`src/rtl/multilane_block_lock_timer_pkg.sv`:
```
// Shared definitions for the multilane block lock timer:
// lane state encoding, nominal window constants, counter width helper.
package multilane_block_lock_timer_pkg;

    typedef enum logic [1:0] {
        ST_UNLOCKED  = 2'd0,
        ST_LOCKED    = 2'd1,
        ST_SLIP_WAIT = 2'd2
    } lane_state_e;

    localparam int SH_UNLOCKED_WIN = 64;
    localparam int SH_LOCKED_WIN   = 1024;
    localparam int SH_INVALID_LIM  = 65;

    function automatic int nb_cnt(input int max_window);
        return $clog2(max_window + 1);
    endfunction

endpackage

```
`src/rtl/multilane_block_lock_timer_if.sv`:
```
// Per-lane header stream in, lock/slip status out.
// master: header checker side; slave: lock timer side.
interface multilane_block_lock_timer_if #(
    parameter int N_LANES = 20
);
    logic [N_LANES-1:0] i_valid;
    logic [N_LANES-1:0] i_sh_valid;
    logic [N_LANES-1:0] i_lane_reset;
    logic [N_LANES-1:0] o_block_lock;
    logic [N_LANES-1:0] o_slip;
    logic               o_all_locked;

    modport master (
        output i_valid, i_sh_valid, i_lane_reset,
        input  o_block_lock, o_slip, o_all_locked
    );

    modport slave (
        input  i_valid, i_sh_valid, i_lane_reset,
        output o_block_lock, o_slip, o_all_locked
    );
endinterface

```
`src/rtl/multilane_block_lock_timer_block_lock_lane.sv`:
```
// Single-lane sync-header lock/slip FSM with window and invalid counters.
// Ports: i_event (enabled block), i_sh_valid, i_lane_reset, limits; o_block_lock, o_slip.
module block_lock_lane
    import multilane_block_lock_timer_pkg::*;
#(
    parameter int NB_CNT    = 12,
    parameter int SLIP_WAIT = 4
) (
    input  logic              i_clock,
    input  logic              i_reset,
    input  logic              i_event,
    input  logic              i_sh_valid,
    input  logic              i_lane_reset,
    input  logic [NB_CNT-1:0] i_unlocked_window,
    input  logic [NB_CNT-1:0] i_locked_window,
    input  logic [NB_CNT-1:0] i_invalid_limit,
    output logic              o_block_lock,
    output logic              o_slip
);

    localparam logic [NB_CNT-1:0] ONE  = NB_CNT'(1);
    localparam logic [NB_CNT-1:0] WAIT = NB_CNT'(SLIP_WAIT);

    // With no settle time the slip goes straight back to hunting.
    localparam lane_state_e AFTER_SLIP =
        (SLIP_WAIT == 0) ? ST_UNLOCKED : ST_SLIP_WAIT;

    lane_state_e       state_q, state_d;
    logic [NB_CNT-1:0] sh_cnt_q, sh_cnt_d;
    logic [NB_CNT-1:0] invld_cnt_q, invld_cnt_d;
    logic              lock_q, lock_d;
    logic              slip_q, slip_d;

    logic [NB_CNT-1:0] unl_win;
    logic [NB_CNT-1:0] lck_win;
    logic [NB_CNT-1:0] inv_lim;
    logic [NB_CNT-1:0] sh_inc;
    logic [NB_CNT-1:0] invld_inc;

    // A limit of zero behaves as one so a match is always reachable.
    assign unl_win   = (i_unlocked_window == '0) ? ONE : i_unlocked_window;
    assign lck_win   = (i_locked_window == '0) ? ONE : i_locked_window;
    assign inv_lim   = (i_invalid_limit == '0) ? ONE : i_invalid_limit;
    assign sh_inc    = sh_cnt_q + ONE;
    assign invld_inc = invld_cnt_q + ONE;

    always_ff @(posedge i_clock or negedge i_reset) begin
        if (!i_reset) begin
            state_q     <= ST_UNLOCKED;
            sh_cnt_q    <= '0;
            invld_cnt_q <= '0;
            lock_q      <= 1'b0;
            slip_q      <= 1'b0;
        end else begin
            state_q     <= state_d;
            sh_cnt_q    <= sh_cnt_d;
            invld_cnt_q <= invld_cnt_d;
            lock_q      <= lock_d;
            slip_q      <= slip_d;
        end
    end

    always_comb begin
        state_d     = state_q;
        sh_cnt_d    = sh_cnt_q;
        invld_cnt_d = invld_cnt_q;
        lock_d      = lock_q;
        slip_d      = 1'b0;
        if (i_lane_reset) begin
            state_d     = ST_UNLOCKED;
            sh_cnt_d    = '0;
            invld_cnt_d = '0;
            lock_d      = 1'b0;
        end else if (i_event) begin
            unique case (state_q)
                ST_UNLOCKED: begin
                    if (!i_sh_valid) begin
                        slip_d      = 1'b1;
                        sh_cnt_d    = '0;
                        invld_cnt_d = '0;
                        state_d     = AFTER_SLIP;
                    end else if (sh_inc == unl_win) begin
                        lock_d      = 1'b1;
                        sh_cnt_d    = '0;
                        invld_cnt_d = '0;
                        state_d     = ST_LOCKED;
                    end else begin
                        sh_cnt_d = sh_inc;
                    end
                end
                ST_LOCKED: begin
                    // Unlock is checked first so it beats a window clear.
                    if (!i_sh_valid && invld_inc == inv_lim) begin
                        lock_d      = 1'b0;
                        slip_d      = 1'b1;
                        sh_cnt_d    = '0;
                        invld_cnt_d = '0;
                        state_d     = AFTER_SLIP;
                    end else if (sh_inc == lck_win) begin
                        sh_cnt_d    = '0;
                        invld_cnt_d = '0;
                    end else begin
                        sh_cnt_d = sh_inc;
                        if (!i_sh_valid) begin
                            invld_cnt_d = invld_inc;
                        end
                    end
                end
                ST_SLIP_WAIT: begin
                    if (sh_inc == WAIT) begin
                        sh_cnt_d = '0;
                        state_d  = ST_UNLOCKED;
                    end else begin
                        sh_cnt_d = sh_inc;
                    end
                end
                default: begin
                    state_d     = ST_UNLOCKED;
                    sh_cnt_d    = '0;
                    invld_cnt_d = '0;
                    lock_d      = 1'b0;
                end
            endcase
        end
    end

    assign o_block_lock = lock_q;
    assign o_slip       = slip_q;

endmodule

```
`src/rtl/multilane_block_lock_timer.sv`:
```
// N_LANES independent block lock machines plus a registered all-locked flag.
// Ports: i_clock, i_reset (async low), i_enable, limits; bus carries lane I/O.
module multilane_block_lock_timer
    import multilane_block_lock_timer_pkg::*;
#(
    parameter int N_LANES    = 20,
    parameter int MAX_WINDOW = 2048,
    parameter int SLIP_WAIT  = 4,
    parameter int NB_CNT     = nb_cnt(MAX_WINDOW)
) (
    input  logic              i_clock,
    input  logic              i_reset,
    input  logic              i_enable,
    input  logic [NB_CNT-1:0] i_unlocked_window,
    input  logic [NB_CNT-1:0] i_locked_window,
    input  logic [NB_CNT-1:0] i_invalid_limit,
    multilane_block_lock_timer_if.slave bus
);

    logic [N_LANES-1:0] lock;
    logic [N_LANES-1:0] slip;
    logic               all_locked_q, all_locked_d;

    for (genvar k = 0; k < N_LANES; k++) begin : g_lane
        block_lock_lane #(
            .NB_CNT    (NB_CNT),
            .SLIP_WAIT (SLIP_WAIT)
        ) u_lane (
            .i_clock           (i_clock),
            .i_reset           (i_reset),
            .i_event           (i_enable & bus.i_valid[k]),
            .i_sh_valid        (bus.i_sh_valid[k]),
            .i_lane_reset      (bus.i_lane_reset[k]),
            .i_unlocked_window (i_unlocked_window),
            .i_locked_window   (i_locked_window),
            .i_invalid_limit   (i_invalid_limit),
            .o_block_lock      (lock[k]),
            .o_slip            (slip[k])
        );
    end

    always_comb begin
        all_locked_d = &lock;
    end

    always_ff @(posedge i_clock or negedge i_reset) begin
        if (!i_reset) begin
            all_locked_q <= 1'b0;
        end else begin
            all_locked_q <= all_locked_d;
        end
    end

    assign bus.o_block_lock = lock;
    assign bus.o_slip       = slip;
    assign bus.o_all_locked = all_locked_q;

endmodule

```
`src/flat_wrapper.sv`:
```
// flat-port wrapper written by rule: the top's interface ports become plain ports
module multilane_block_lock_timer_flat import multilane_block_lock_timer_pkg::*;
#(
    parameter int N_LANES    = 20,
    parameter int MAX_WINDOW = 2048,
    parameter int SLIP_WAIT  = 4,
    parameter int NB_CNT     = nb_cnt(MAX_WINDOW)
)
  (i_clock, i_reset, i_enable, i_unlocked_window, i_locked_window, i_invalid_limit, bus_i_valid, bus_i_sh_valid, bus_i_lane_reset, bus_o_block_lock, bus_o_slip, bus_o_all_locked);
  multilane_block_lock_timer_if #(.N_LANES(N_LANES)) bus_i ();
  input  logic i_clock;
  input  logic i_reset;
  input  logic i_enable;
  input  logic [NB_CNT-1:0] i_unlocked_window;
  input  logic [NB_CNT-1:0] i_locked_window;
  input  logic [NB_CNT-1:0] i_invalid_limit;
  input wire logic [$bits(bus_i.i_valid)-1:0] bus_i_valid;
  input wire logic [$bits(bus_i.i_sh_valid)-1:0] bus_i_sh_valid;
  input wire logic [$bits(bus_i.i_lane_reset)-1:0] bus_i_lane_reset;
  output wire logic [$bits(bus_i.o_block_lock)-1:0] bus_o_block_lock;
  output wire logic [$bits(bus_i.o_slip)-1:0] bus_o_slip;
  output wire logic [$bits(bus_i.o_all_locked)-1:0] bus_o_all_locked;
  assign bus_i.i_valid = bus_i_valid;
  assign bus_i.i_sh_valid = bus_i_sh_valid;
  assign bus_i.i_lane_reset = bus_i_lane_reset;
  assign bus_o_block_lock = bus_i.o_block_lock;
  assign bus_o_slip = bus_i.o_slip;
  assign bus_o_all_locked = bus_i.o_all_locked;
  multilane_block_lock_timer #(.N_LANES(N_LANES), .MAX_WINDOW(MAX_WINDOW), .SLIP_WAIT(SLIP_WAIT), .NB_CNT(NB_CNT)) u_core (.i_clock(i_clock), .i_reset(i_reset), .i_enable(i_enable), .i_unlocked_window(i_unlocked_window), .i_locked_window(i_locked_window), .i_invalid_limit(i_invalid_limit), .bus(bus_i));
endmodule
```
`config.mk`:
```
export PLATFORM = sky130hd
export DESIGN_NAME = multilane_block_lock_timer_flat
export DESIGN_NICKNAME = d
export VERILOG_FILES = /design/src/rtl/multilane_block_lock_timer_pkg.sv /design/src/rtl/multilane_block_lock_timer_if.sv /design/src/rtl/multilane_block_lock_timer_block_lock_lane.sv /design/src/rtl/multilane_block_lock_timer.sv /design/src/flat_wrapper.sv
export SDC_FILE = /design/constraint.sdc
export NUM_CORES = 2
export LEC_CHECK = 0
export CAP_MARGIN = 20
export CORE_ASPECT_RATIO = 1.75
export CORE_MARGIN = 3
export CORE_UTILIZATION = 30
export CTS_BUF_LIST = sky130_fd_sc_hd__clkbuf_4 sky130_fd_sc_hd__clkbuf_8
export CTS_CLUSTER_SIZE = 16
export DETAILED_ROUTE_END_ITERATION = 6
export RECOVER_POWER = 25
export SYNTH_ARGS = -nofsm -noshare
export SYNTH_HDL_FRONTEND = slang
export SYNTH_HIERARCHICAL = 1
export SYNTH_SLANG_ARGS = --single-unit
```
`constraint.sdc`:
```
create_clock -name i_clock -period 3.1 [get_ports i_clock]
set_clock_uncertainty 0.1 [all_clocks]
set_input_delay 0.465 -clock i_clock [delete_from_list [all_inputs] [get_ports i_clock]]
set_output_delay 0.465 -clock i_clock [all_outputs]
set_load 0.1 [all_outputs]
```
# Word-level counts from Yosys, hierarchy flattened
# Index checks and enable logic that the tools add are counted.
# W data, S select, Z words.
[word_totals]
latch_bits = 0
rom_bits = 0
regBits = 561
output_inout_bits = 41
ramBits = 0
n_memories = 0
[classes]
addsub = 40
multipliers = 0
n_shift = 0
mux = 683
n_lt_le_gt_ge = 0
n_div = 0
n_reduce_logical = 144
n_bitwise = 20
n_eq_ne = 260
[op_table]
columns = ["op", "n"]
rows = [
  ["$mux W12", 283],
  ["$pmux W12 S3", 40],
  ["$eq A12 B12 Y1", 60],
  ["$add A12 B1 Y12 const B", 40],
  ["$eq A12 B3 Y1 const B", 20],
  ["$mux W2", 120],
  ["$ne A3 B3 Y1 const B", 80],
  ["$mux W1", 180],
  ["$reduce_and A4 Y1", 40],
  ["$pmux W2 S3", 20],
  ["$ne A5 B5 Y1 const B", 20],
  ["$reduce_and A5 Y1", 20],
  ["$ne A4 B4 Y1 const B", 20],
  ["$pmux W1 S3", 20],
  ["$eq A2 B1 Y1 const B", 20],
  ["$eq A2 B2 Y1 const B", 20],
  ["$logic_not A2 Y1", 20],
  ["$ne A2 B2 Y1 const B", 20],
  ["$pmux W1 S2", 20],
  ["$reduce_bool A2 Y1", 20],
  ["$logic_not A12 Y1", 3],
  ["$and A1 B1 Y1", 20],
  ["$logic_and A1 B1 Y1", 20],
  ["$logic_not A1 Y1", 20],
  ["$reduce_and A20 Y1", 1],
]

# Longest topological paths before layout
[logic_depth]
word_depth = 8
ltp_mapped = 12
mapped_depth_nobuf = 10

# Hierarchy
# Netlist, hierarchy kept.
[modules_own_cells]
columns = ["mod", "n_inst", "area_per_inst_um2", "cells_each"]
rows = [
  ["block_lock_lane (u_core.g_lane[0].u_lane ...)", 11, 2747.6, 343],
  ["block_lock_lane (u_core.g_lane[2].u_lane ...)", 7, 2887.8, 357],
  ["block_lock_lane (u_core.g_lane[1].u_lane)", 1, 2939.1, 363],
  ["block_lock_lane (u_core.g_lane[9].u_lane)", 1, 2881.5, 347],
  ["multilane_block_lock_timer", 1, 205.2, 30],
]

# Least setup slack after synthesis
# OpenSTA, ideal clock, no wires.
[synth_path]
path_type = "reg-to-reg"
startpoint = "register u_core.g_lane[0].u_lane.sh_cnt_q[1]"
endpoint = "register u_core.g_lane[0].u_lane.invld_cnt_q[9]"
period_less_slack_ns = 2.990
required_time_ns = 2.868
path_slack_ns = 0.110
arrival_time_ns = 2.758
path_stages_with_launch = 13
n_path_buf = 2
path_cell_list = "dfrtp_1 -> ha_1 -> buf_2 -> nand3_1 -> o311ai_0 -> o211ai_1 -> or4_1 -> nor4_2 -> or4_4 -> a41oi_4 -> clkbuf_1 -> o21ai_0 -> o41ai_2"
[synth_via]
elab_chain_len = 7
[synth_lines]
columns = ["element", "line", "rtl"]
rows = [
  ["from (decl)", "multilane_block_lock_timer_block_lock_lane.sv:29", "logic [NB_CNT-1:0] sh_cnt_q, sh_cnt_d;"],
  ["from (signal assigned)", "multilane_block_lock_timer_block_lock_lane.sv:56", "sh_cnt_q <= sh_cnt_d;"],
  ["$add A12 B1 Y12 *", "multilane_block_lock_timer_block_lock_lane.sv:44", "assign sh_inc = sh_cnt_q + ONE;"],
  ["$eq A12 B12 Y1", "multilane_block_lock_timer_block_lock_lane.sv:99", "end else if (sh_inc == lck_win) begin"],
  ["$mux W12", "multilane_block_lock_timer_block_lock_lane.sv:99", ""],
  ["$mux W12", "multilane_block_lock_timer_block_lock_lane.sv:93", "if (!i_sh_valid && invld_inc == inv_lim) begin"],
  ["$pmux W12 S3", "multilane_block_lock_timer_block_lock_lane.sv:75", "unique case (state_q)"],
  ["$mux W12", "multilane_block_lock_timer_block_lock_lane.sv:74", "end else if (i_event) begin"],
  ["$mux W12", "multilane_block_lock_timer_block_lock_lane.sv:69", "if (i_lane_reset) begin"],
  ["to (signal assigned)", "multilane_block_lock_timer_block_lock_lane.sv:57", "invld_cnt_q <= invld_cnt_d;"],
  ["to (decl)", "multilane_block_lock_timer_block_lock_lane.sv:30", "logic [NB_CNT-1:0] invld_cnt_q, invld_cnt_d;"],
]
# Mark *: on every way between the ends. The rest lies on a longest branch, timed or not. The select of a mux whose other input is x is not followed.
# A chain may end at the register's enable or synchronous reset.

# Worst setup path in the final report
[layout_path]
startpoint = "register u_core.g_lane[8].u_lane.sh_cnt_q[1]"
endpoint = "register u_core.g_lane[8].u_lane.invld_cnt_q[9]"
[layout_via]
elab_chain_len = 7
[layout_lines]
columns = ["element", "line"]
rows = [
  ["from (decl)", "multilane_block_lock_timer_block_lock_lane.sv:29"],
  ["from (signal assigned)", "multilane_block_lock_timer_block_lock_lane.sv:56"],
  ["$add A12 B1 Y12 *", "multilane_block_lock_timer_block_lock_lane.sv:44"],
  ["$eq A12 B12 Y1", "multilane_block_lock_timer_block_lock_lane.sv:99"],
  ["$mux W12", "multilane_block_lock_timer_block_lock_lane.sv:99"],
  ["$mux W12", "multilane_block_lock_timer_block_lock_lane.sv:93"],
  ["$pmux W12 S3", "multilane_block_lock_timer_block_lock_lane.sv:75"],
  ["$mux W12", "multilane_block_lock_timer_block_lock_lane.sv:74"],
  ["$mux W12", "multilane_block_lock_timer_block_lock_lane.sv:69"],
  ["to (signal assigned)", "multilane_block_lock_timer_block_lock_lane.sv:57"],
  ["to (decl)", "multilane_block_lock_timer_block_lock_lane.sv:30"],
]
# Marks and branches as above.

==> metrics.cfg <==
[route]
first_iter_violations = 4649
wirelength_um = 256000
vias = 64900
drc_errors = 1
ant_nets = 0
wire_per_inst_um = 23.1
dr.pass1.iters = 7
via_per_inst = 5.85

[setup_path]
setup.worst_path.end = u_core/g_lane[8].u_lane/invld_cnt_q[9]$_DFFE_PN0P_
worstSetupPathType = register to register
cp-end-kind = register
timing.rr.start = u_core/g_lane[8].u_lane/sh_cnt_q[1]$_DFFE_PN0P_
worstPathRequired_ns = 3.75
startpoint_type = register
cp.arrival_ns = 3.90
worstPathCellList = nand3_1, buf_4, or3_1, o31ai_2, o2111ai_1, nor4_4, buf_4, a211oi_4, buf_4, nor4_4, buf_4, a31o_1
cp-startpoint = u_core/g_lane[8].u_lane/sh_cnt_q[1]$_DFFE_PN0P_
path_depth = 12
cpPeakStageDelay_ns = 0.40
r2r_cells = 12
cp_common_cell = buf_4
crit_path_max_fanout = 5
cp_top_family = simple AND/OR/NAND/NOR gates
crit_slowest_cell = dfrtp_2
worst-path-buf-inv = 4
regToRegSetupSlack_ns = -0.14
r2r_end = u_core/g_lane[8].u_lane/invld_cnt_q[9]$_DFFE_PN0P_

[synthesis]
synth_nets = 7151
yosys_warnings = 6
ys_ff_latch = 561
synthCells = 7012
synthArstFlopShare_pct = 100
ys.flop_type = dfrtp_1
yosysUniqueCellTypes = 110
avgSynthCellArea_um2 = 8.05
synth_area_um2 = 56500
synth_edf_count = 0
ys_seq_area_share_pct = 24.9

[sta]
fin_setup_tns_ns = -2.85
setup_viol_count_final = 47
fin_ws_ns = -0.145
hold_slack_ns = 0.278
slew_viol_final = 34
relSlewSlack_pct = -68.3
timing.final.hold_violations = 0
min_period_over_period_pct = 105
tightest_slew_ns = 2.52
fin_crit_ns = 3.24
fmax_ghz = 0.308
rsz0062_at_grt = yes

[status]
status = finished with violations
violations = DRC, capacitance limit, slew limit, setup timing

[die]
core_um2 = 187000
placementRows = 210
die_w_um = 334
initial_core_util_pct = 30.2
io_pins = 140
dieArea_um2 = 194000
chipHeight_um = 580

[pwr]
power_density_nw_per_um2 = 259
irDropWorstVdd_v = 0.000307
fin_total_pwr_mw = 20.8
leakage_nw = 32.3

[placed_design]
place_area_um2 = 71100
dp_cells = 10700
dpl.hpwl_um = 190000
portBuffers = 139
place_ws_ns = -0.995
gp_congestion = 1.01

[layout]
final_cell_area_um2 = 80400
post-route-util_pct = 43.0
multiInputGateArea_um2 = 43800
final_cells = 11100
final_common_cell = buf_4
regArea_um2 = 14100
syn_to_final_growth_pct = 42.4
n_fill_cell = 18400
mostFrequentLayoutCells = buf_4, nand2_1, xnor2_1
num-nets-final = 8690
drive_gt1_share_pct = 35.4

[clock_network]
cts_buffers = 101
root_buffer = clkbuf_8
clk_latency_ns = 0.83
cts.clk_slew.worst_paths_ns = 0.07
clock_path_buffers = 3
htreeDepth = 3
cts_sinks = 561
cts_tree = yes

[hold_path]
holdCritPathClass = input pin to register
whs_path_depth = 3
hold_start = bus_i_lane_reset[5]

[grt]
met1_usage_pct = 25.0
grt_first_pass_wirelength_um = 376000
gr-max-usage-layer = met2
gr-total-overflow = 0
grt_max_degree = 77
grt_usage_pct = 24.7
met2_usage_pct = 44.3
antenna_found_initial = 14
grt_pass1_vias = 63900
use_met3_pct = 4.00

[job]
drv_cap = 1

[cell type report]
type | instances | share of cell area (%)
Sequential cell | 561 | 17.6
Timing Repair Buffer | 1907 | 20.0
Antenna cell | 9 | 0.0280
Inverter | 228 | 1.06
Clock buffer | 158 | 2.53
Multi-Input combinational cell | 5752 | 54.4
Clock inverter | 29 | 0.510
Tap cell | 2438 | 3.79
[where the power goes]
group / switching (mW) / internal (mW) / total, mW
Clock: 3.84 / 5.01 / 8.85
Sequential: 0.0710 / 7.37 / 7.44
Combinational: 2.67 / 1.86 / 4.53
Total: 6.58 / 14.2 / 20.8
[metal layers]
metal  vias to the layer above  wire (µm)  part of all wire [%]
met4                         8      24700                   9.7
li1                      29600          -                     -
met2                      2444     129000                    50
met3                      1070      14000                   5.5
met5                         -         58                 0.023
met1                     31800      88000                    34
[kinds of logic after synthesis]
family | synth area share (%)
multiplexers | 1.74
buffers and inverters | 5.82
flip-flops | 24.9
AND/OR/NAND/NOR | 28.7
AO/OA/AOI/OAI | 25.1
XOR/XNOR | 13.0
adder cells (fa/ha/maj) | 0.886
[Yosys cell counts (196+ instances only)]
cell type	n	area [µm²]
nor4_1	213	1330
a21oi_1	230	1150
nand2_1	535	2010
nor3_1	217	1090
xor2_1	196	1720
o21ai_0	376	1880
clkbuf_1	196	736
inv_1	210	788
nand3_1	291	1460
xnor2_1	541	4740
buf_2	218	1090
a31oi_1	275	1720
nor2_1	474	1780
dfrtp_1	561	14000
[tightest hold or removal path: cells and delay by family]
kind,cells,cell delay (ns)
AO/OA/AOI/OAI,1,0.05
buffers and inverters,2,0.65
[timing repair]
action	in CTS	in global routing
resized for setup	348	846
setup endpoints to repair	397	463
hold endpoints to repair	389	0
setup buffers	54	143
pin swaps	90	361
hold buffers	1	0
gates cloned	11	21
[sequential cells by signal, summed over array words and instances (netlist names)]
register	count
u_core/bus.o_all_locked	1
u_core/g_lane.u_lane/sh_cnt_q	240
u_core/g_lane.u_lane/o_block_lock	20
u_core/g_lane.u_lane/o_slip	20
u_core/g_lane.u_lane/state_q	40
u_core/g_lane.u_lane/invld_cnt_q	240
[worst min-delay path by stage]
stage               slack (ns)                                          endpoint
finish                    0.28  u_core/g_lane[5].u_lane/o_block_lock$_DFFE_PN0P_
CTS                       0.03   u_core/g_lane[1].u_lane/sh_cnt_q[0]$_DFFE_PN0P_
detailed placement        0.32   u_core/g_lane[6].u_lane/sh_cnt_q[5]$_DFFE_PN0P_
global placement          0.32   u_core/g_lane[6].u_lane/sh_cnt_q[5]$_DFFE_PN0P_
floorplan                 0.07                 u_core/bus.o_all_locked$_DFF_PN0_
global route              0.25  u_core/g_lane[5].u_lane/o_block_lock$_DFFE_PN0P_
No activity file was read; power rests on OpenSTA's default activity.
